===== src/rtl/multicycle_sequencer.sv =====
// ============================================================================
// Module   : multicycle_sequencer
// Brief    : FETCH/DECODE/EXEC/WB control sequencer with multiplier handshake,
//            timeout, illegal-opcode trap and HALT; Moore-decoded enables.
// Revision : 1.0 - initial release
// ============================================================================
`default_nettype none

module multicycle_sequencer #(
  parameter int INSTR_W      = 16,
  parameter int OPC_W        = 4,
  parameter int STEP_W       = 4,
  parameter int MULT_TIMEOUT = 15
) (
  input  logic               i_clk,
  input  logic               i_rst_n,
  input  logic               i_run,
  input  logic               i_clr,
  input  logic [INSTR_W-1:0] i_instr,
  input  logic               i_mult_done,
  output logic               o_pc_en,
  output logic               o_ir_ld,
  output logic               o_rf_en,
  output logic               o_mult_en,
  output logic               o_mem_en,
  output logic               o_mem_we,
  output logic               o_wb_sel,
  output logic [2:0]         o_oap,
  output logic [STEP_W-1:0]  o_step,
  output logic               o_busy,
  output logic               o_done,
  output logic               o_err
);

  localparam logic [2:0] S_IDLE      = 3'd0;
  localparam logic [2:0] S_FETCH     = 3'd1;
  localparam logic [2:0] S_DECODE    = 3'd2;
  localparam logic [2:0] S_EXEC      = 3'd3;
  localparam logic [2:0] S_WAIT_MULT = 3'd4;
  localparam logic [2:0] S_WB        = 3'd5;
  localparam logic [2:0] S_HALT      = 3'd6;
  localparam logic [2:0] S_ERR       = 3'd7;

  localparam logic [OPC_W-1:0]  C_OPC_MUL    = OPC_W'(4);
  localparam logic [OPC_W-1:0]  C_OPC_LD     = OPC_W'(5);
  localparam logic [OPC_W-1:0]  C_OPC_ST     = OPC_W'(6);
  localparam logic [OPC_W-1:0]  C_OPC_HALT   = OPC_W'(7);
  localparam logic [STEP_W-1:0] C_STEP_MAX   = '1;
  localparam logic [STEP_W-1:0] C_CNT_LAST   = STEP_W'(MULT_TIMEOUT - 1);

  logic [2:0]        r_state;
  logic [2:0]        w_next_state;
  logic [OPC_W-1:0]  r_opc;
  logic [OPC_W-1:0]  w_dec_opc;
  logic [STEP_W-1:0] r_step;
  logic [STEP_W-1:0] w_next_step;
  logic [STEP_W-1:0] r_cnt;
  logic              w_next_busy;
  logic              w_instr_unused;

  assign w_dec_opc      = i_instr[INSTR_W-1 -: OPC_W];
  assign w_instr_unused = ^i_instr[INSTR_W-OPC_W-1:0];

  always_comb begin
    w_next_state = r_state;
    case (r_state)
      S_IDLE:      if (i_run) w_next_state = S_FETCH;
      S_FETCH:     w_next_state = S_DECODE;
      S_DECODE: begin
        if (w_dec_opc > C_OPC_HALT)       w_next_state = S_ERR;
        else if (w_dec_opc == C_OPC_HALT) w_next_state = S_HALT;
        else                              w_next_state = S_EXEC;
      end
      S_EXEC: begin
        if (r_opc == C_OPC_MUL)     w_next_state = S_WAIT_MULT;
        else if (r_opc == C_OPC_ST) w_next_state = i_run ? S_FETCH : S_IDLE;
        else                        w_next_state = S_WB;
      end
      // Done wins over timeout on the final allowed wait cycle.
      S_WAIT_MULT: begin
        if (i_mult_done)              w_next_state = S_WB;
        else if (r_cnt == C_CNT_LAST) w_next_state = S_ERR;
      end
      S_WB:        w_next_state = i_run ? S_FETCH : S_IDLE;
      default:     w_next_state = r_state;
    endcase
  end

  assign w_next_busy = (w_next_state != S_IDLE) && (w_next_state != S_HALT) &&
                       (w_next_state != S_ERR);

  always_comb begin
    w_next_step = '0;
    if (w_next_busy && (w_next_state != S_FETCH))
      w_next_step = (r_step == C_STEP_MAX) ? C_STEP_MAX : r_step + 1'b1;
  end

  always_ff @(posedge i_clk) begin
    if (!i_rst_n) begin
      r_state <= S_IDLE;
      r_opc   <= '0;
      r_step  <= '0;
      r_cnt   <= '0;
    end else if (i_clr) begin
      r_state <= S_IDLE;
      r_opc   <= '0;
      r_step  <= '0;
      r_cnt   <= '0;
    end else begin
      r_state <= w_next_state;
      r_step  <= w_next_step;
      if (r_state == S_DECODE)
        r_opc <= w_dec_opc;
      if (r_state == S_EXEC)
        r_cnt <= '0;
      else if ((r_state == S_WAIT_MULT) && !i_mult_done)
        r_cnt <= r_cnt + 1'b1;
    end
  end

  always_comb begin
    o_pc_en   = 1'b0;
    o_ir_ld   = 1'b0;
    o_rf_en   = 1'b0;
    o_mult_en = 1'b0;
    o_mem_en  = 1'b0;
    o_mem_we  = 1'b0;
    o_wb_sel  = 1'b0;
    o_oap     = 3'b000;
    o_done    = 1'b0;
    o_err     = 1'b0;
    case (r_state)
      S_FETCH: begin
        o_pc_en = 1'b1;
        o_ir_ld = 1'b1;
      end
      S_EXEC: begin
        if (r_opc < C_OPC_MUL)      o_oap = {1'b0, r_opc[1:0]};
        else if (r_opc == C_OPC_MUL) o_mult_en = 1'b1;
        else if (r_opc == C_OPC_LD)  o_mem_en = 1'b1;
        else if (r_opc == C_OPC_ST) begin
          o_mem_en = 1'b1;
          o_mem_we = 1'b1;
        end
      end
      S_WB: begin
        o_rf_en  = 1'b1;
        o_wb_sel = (r_opc == C_OPC_LD);
      end
      S_HALT:  o_done = 1'b1;
      S_ERR:   o_err  = 1'b1;
      default: ;
    endcase
  end

  assign o_busy = (r_state != S_IDLE) && (r_state != S_HALT) && (r_state != S_ERR);
  assign o_step = r_step;

endmodule

`default_nettype wire


===== config.mk =====
export PLATFORM = sky130hd
export DESIGN_NAME = multicycle_sequencer
export DESIGN_NICKNAME = d
export VERILOG_FILES = /design/src/rtl/multicycle_sequencer.sv
export SDC_FILE = /design/constraint.sdc
export NUM_CORES = 1
export LEC_CHECK = 0
export BUFFER_PORTS_ARGS = -buffer_cell sky130_fd_sc_hd__buf_2
export CAP_MARGIN = 10
export CORE_MARGIN = 10
export CORE_UTILIZATION = 35
export CTS_BUF_LIST = sky130_fd_sc_hd__clkbuf_4 sky130_fd_sc_hd__clkbuf_8
export DETAILED_ROUTE_END_ITERATION = 8
export SYNTH_ARGS = -nofsm -noshare
export SYNTH_HDL_FRONTEND = slang
export SYNTH_SLANG_ARGS = --single-unit

===== constraint.sdc =====
create_clock -name i_clk -period 1.9 [get_ports i_clk]
set_input_delay 0 -clock i_clk [delete_from_list [all_inputs] [get_ports i_clk]]
set_output_delay 0 -clock i_clk [all_outputs]
set_load 0.01 [all_outputs]

* Word-level counts from Yosys, hierarchy flattened *
Index checks and enable logic that the tools add are counted.

cells by class
  muxes and demuxes = 29
  reduce and logical (&&, ||, !) cells = 13
  eq/ne operators = 18
  bitwise operators = 2
  $add $sub $neg = 2
  order comparisons = 2

operators by type and width
  cell                 count
  $mux 3               7
  $mux 1               18
  $pmux 3 s6           1
  $eq 4x3->1 const B   4
  $eq 3x3->1 const B   4
  $ne 3x3->1 const B   4
  $add 4x1->4 const B  2
  $eq 4x4->1 const B   2
  $eq 3x2->1 const B   2
  $logic_and 1x1->1    6
  $reduce_bool 3->1    2
  $reduce_or 3->1      2
  $gt 4x3->1 const B   1
  $lt 4x3->1 const B   1
  $mux 2               2
  $mux 4               1
  $eq 3x1->1 const B   1
  $logic_not 3->1      1
  $ne 3x1->1 const B   1
  $not 1->1            2
  $reduce_or 2->1      1
  $logic_not 1->1      1

storage, ports and cells
  output and inout port bits = 17
  register bits after elaboration = 15
  input port bits = 21

* Depth between registers and ports, before layout *
  word-level depth = 10
  gate-level depth with buffers = 7

* Worst setup path after synthesis *
No wires, ideal clock.

  path type = flip-flop to flip-flop
  start = register r_cnt[0]
  end = register r_step[2] (netlist: o_step[2])
  stages on the path, launching flop included = 8
  arrival time = 1.387 ns
  slack = 0.387 ns
  required time = 1.774 ns
  path buffers = 0
  library setup time = 0.126 ns
  path through = dfxtp_1 > inv_1 > ha_1 > nand3_1 > or3_4 > and3b_1 > mux2i_2 > nor3_1

on the way
  cells in the longest elaborated chain, start to end = 10
  elaborated cells between the ends (all ways) = 13
  classes of those cells = eq/ne: 4; mux: 3; bitwise: 1; reduce/logical: 5

ends and longest elaborated chain
  item                                             line  RTL
  from (decl)                                      57    logic [STEP_W-1:0] r_cnt;
  from (signal assigned)                           117   r_cnt <= r_cnt + 1'b1;
  $eq 4x4->1 (*)                                   82    else if (r_cnt == C_CNT_LAST) w_next_state = S_ERR;
  $mux 3 (*)                                       82
  $mux 3 (*)                                       81    if (i_mult_done) w_next_state = S_WB;
  $pmux 3 s6 (*)                                   66    case (r_state)
  $ne 3x3->1 or $reduce_bool 3->1 (tied branches)  89    assign w_next_busy = (w_next_state != S_IDLE) && (w_next_state != S_HALT) &&
  $logic_and 1x1->1 (2 in series)                  89
  $logic_and 1x1->1 (*)                            94    if (w_next_busy && (w_next_state != S_FETCH))
  $not 1->1 (no line) (*)                          --
  $reduce_or 3->1 (no line) (*)                    --
  to (signal assigned)                             111   r_step <= w_next_step;
  to (decl)                                        55    logic [STEP_W-1:0] r_step;

Mark *: on every way between the ends. The rest lies on a longest branch, timed or not.
A chain may end at the register's enable or synchronous reset.

* Worst setup path in the final report *
  start = register r_state[2]
  end = register r_step[2] (netlist: o_step[2])

on the way
  cells in the longest elaborated chain, start to end = 9
  elaborated cells between the ends (all ways) = 19
  classes of those cells = eq/ne: 8; mux: 4; bitwise: 1; reduce/logical: 6

ends and longest elaborated chain
  item                                             line  RTL
  from (decl)                                      51    logic [2:0] r_state;
  from (signal assigned)                           110   r_state <= w_next_state;
  $mux 3                                           82
  $mux 3                                           81
  $pmux 3 s6 (*)                                   66
  $ne 3x3->1 or $reduce_bool 3->1 (tied branches)  89
  $logic_and 1x1->1 (2 in series)                  89
  $logic_and 1x1->1 (*)                            94
  $not 1->1 (no line) (*)                          --
  $reduce_or 3->1 (no line) (*)                    --

Marked as above.

==> impl_metrics.ini <==
[run_status]
status = finished clean

[power_and_ir_drop]
sw_frac_of_total = 0.2266
seqPwrFrac = 0.558
p_per_area_nw_per_um2 = 524.7
switching_power_w = 0.0001300
power.leakage_nw = 0.4508
p_comb_frac = 0.114
p_int_w = 0.0004438
pwr-share-clk = 0.327
peakVddDrop_mv = 0.2987

[placed_design]
place_area_sq_um = 1033
place_hpwl_um = 1652
numPortBuffers = 24
gp_congestion = 0.8144

[floorplanning]
fp.dieArea_sq_um = 4939
pin_count = 38
fp-row-count = 18
die_y_um = 70.28
die_w_um = 70.28
start_util = 0.3603
coreArea_sq_um = 2455

[critical_path]
path_class = reg -> reg
crit_buf_inv = 1
cpMostUsedCell = nor3_1
path_cells = buf_4 -> nand2b_1 -> nor3_1 -> nor3_2 -> mux2i_2 -> nor3_1
critPathTopFamily = simple AND/OR/NAND/NOR gates
worstPathRequired_ns = 2.06
cpMaxStageDelayCell = dfxtp_1
start_kind = register
worst-path-max-fanout = 10
end_kind = register
arrival_ns = 1.83
crit_path_max_incr_delay_ns = 0.36

[timing]
setup_viol = 0
fmax_mhz = 599.8
min_period_ns = 1.667
fin_setup_tns_ns = 0
fin_skew_ns = 0.004021
rsz0062_at_grt = false
post-route-period-util = 0.8774
timing.final.hold_violations = 0
final_max_slew_viol_count = 0

[synthesis]
syn_avg_cell_area_sq_um = 8.116
yosysMostFrequentCell = nor2_1
syn-num-nets = 133
yosysTopAreaCell = dfxtp_1
yosysUniqueCellTypes = 36
yosys-top-cells-area = dfxtp_1 (34%), nor2_1 (6.8%), ha_1 (4.2%)
netlist_area_sq_um = 884.6
synth-async-reset-ratio = 0
yosysTopAreaCellShare = 0.3395
synth_warnings = 0
synthCells = 109
ys_ff_latch = 15
synth-edff-count = 0
synthTopCellsByCount = nor2_1 (16), dfxtp_1 (15), nand2_1 (8), a21oi_1 (6), nor4_1 (6)
synth.yosys.seq_area_share = 0.3395
synth_flop_cell = dfxtp_1

[clocking]
numCtsBuffers = 3
cts_tree = done
clk_pin_slew_worst_paths_ns = 0.08
ctsLongestPathBuffers = 2
post-cts-setup-buffers = 0
cts-htree-levels = 1
cts-root-buf = clkbuf_4
worstSkewPairLatency_ns = 0.27
clkSinkCount = 15

[global_routing]
antenna_found_initial = 0
grt_max_degree = 13
grt_pass1_vias = 815
track_usage = 0.08811
grt_pass1_wl_um = 3684
grt-ovfl-total = 0

[routing]
vias = 833
drcViolationCount = 0
ant_nets = 0
wl_um = 2067
via_per_inst = 4.958
drt_iter0_drc = 44
firstDrtPassIters = 4
routedWlPerCell_um = 12.30

[cells_and_area]
fin_nets = 163
final_cell_area_sq_um = 1094
num_antenna_cells = 0
drive_above_1_share = 0.2754
areaGrowthSynthToFinish_pct = 23.62

[worst_hold_path]
hold_path_class = in -> reg

[job]
max-cap-violations = 0
placed cells by master, fill, tap and decap left out, types with 2 or more instances in the layout:
master	count
buf_2	24
nor2_1	16
dfxtp_1	15
nand2_1	8
a21oi_1	6
nor4_1	6
inv_1	5
nand2b_1	5
nor3_1	5
nand3_1	5
clkbuf_4	4
buf_4	4
mux2i_1	3
ha_1	3
dlygate4sd3_1	3
nor2b_1	2
a211oi_1	2
xnor2_1	2
nor3_2	2
a31oi_1	2
xor2_1	2
worst reg2reg max path, cell delays in order, from the launching register on:
cell	delay, ns
dfxtp_1	0.36
buf_4	0.19
nand2b_1	0.17
nor3_1	0.35
nor3_2	0.09
mux2i_2	0.30
nor3_1	0.10
metal layers:
metal / track usage / up-vias / share of wire
met5: 0 / - / 0
met4: 0.03289 / 0 / 0.014
met3: 0.03531 / 4 / 0.086
met2: 0.1407 / 19 / 0.47
met1: 0.1023 / 374 / 0.43
li1: - / 436 / -
power by group through the flow:
stage	logic, W	registers [W]	clock network, W
floorplan	0.0000433	0.000327	0
global placement	0.0000599	0.000328	0
detailed placement	0.0000609	0.000328	0
CTS	0.0000659	0.000320	0.000197
global route	0.0000734	0.000321	0.000219
finish	0.0000656	0.000320	0.000188
cells by family (layout without fill, tap and decap cells):
logic type	count (synthesis)	count (layout)	share of synthesized area
compound gates	14	14	0.1089
flops	15	15	0.3395
simple gates	57	57	0.3508
other cells	1	1	0.004239
buf+inv	11	40	0.06505
mux	4	4	0.04950
fa+ha+maj	3	3	0.04244
xor+xnor	4	4	0.03961
flip-flops by register name, indices dropped and copies added, names as in the netlist:
signal and flops:
r_cnt 4, r_opc 4, o_step 4, r_state 3
through the flow:
stage,std cells,utilization,hold slack [ns],power [W],worst slack [ns]
4_1_cts,168,0.4455,0.008841,0.0005830,0.2443
5_1_grt,168,0.4455,0.03812,0.0006136,0.08983
6_report,168,0.4455,0.005967,0.0005738,0.2328
3_5_place_dp,161,0.4210,0.2466,0.0003886,0.2390
3_3_place_gp,161,0.4210,0.2423,0.0003875,0.2902
2_1_floorplan,109,-,0.1386,0.0003707,0.3869
final timing paths:
kind	start	end	slack [ns]	cells after the start
hold / removal	i_instr[15]	r_opc[3]$_SDFFE_PP0P_	0.006	3
setup reg to reg	r_state[2]$_SDFF_PP0_	o_step[2]$_SDFF_PP0_	0.23	6
hold reg to reg	o_step[0]$_SDFF_PP0_	o_step[0]$_SDFF_PP0_	0.51	1
setup / recovery	r_state[2]$_SDFF_PP0_	o_step[2]$_SDFF_PP0_	0.23	6
final cells by class:
type,instances,area [sq um]
Fill cell,262,1361
Inverter,5,18.77
Clock buffer,4,30.03
Timing Repair Buffer,31,180.2
Sequential cell,15,300.3
Tap cell,30,37.54
Multi-Input combinational cell,83,526.8
what timing repair did:
action | CTS | global route
hold buffers | 3 | 0
gates resized for setup | 0 | 0
hold endpoints to repair | 3 | 0
No activity file was read; power rests on OpenSTA's default activity.
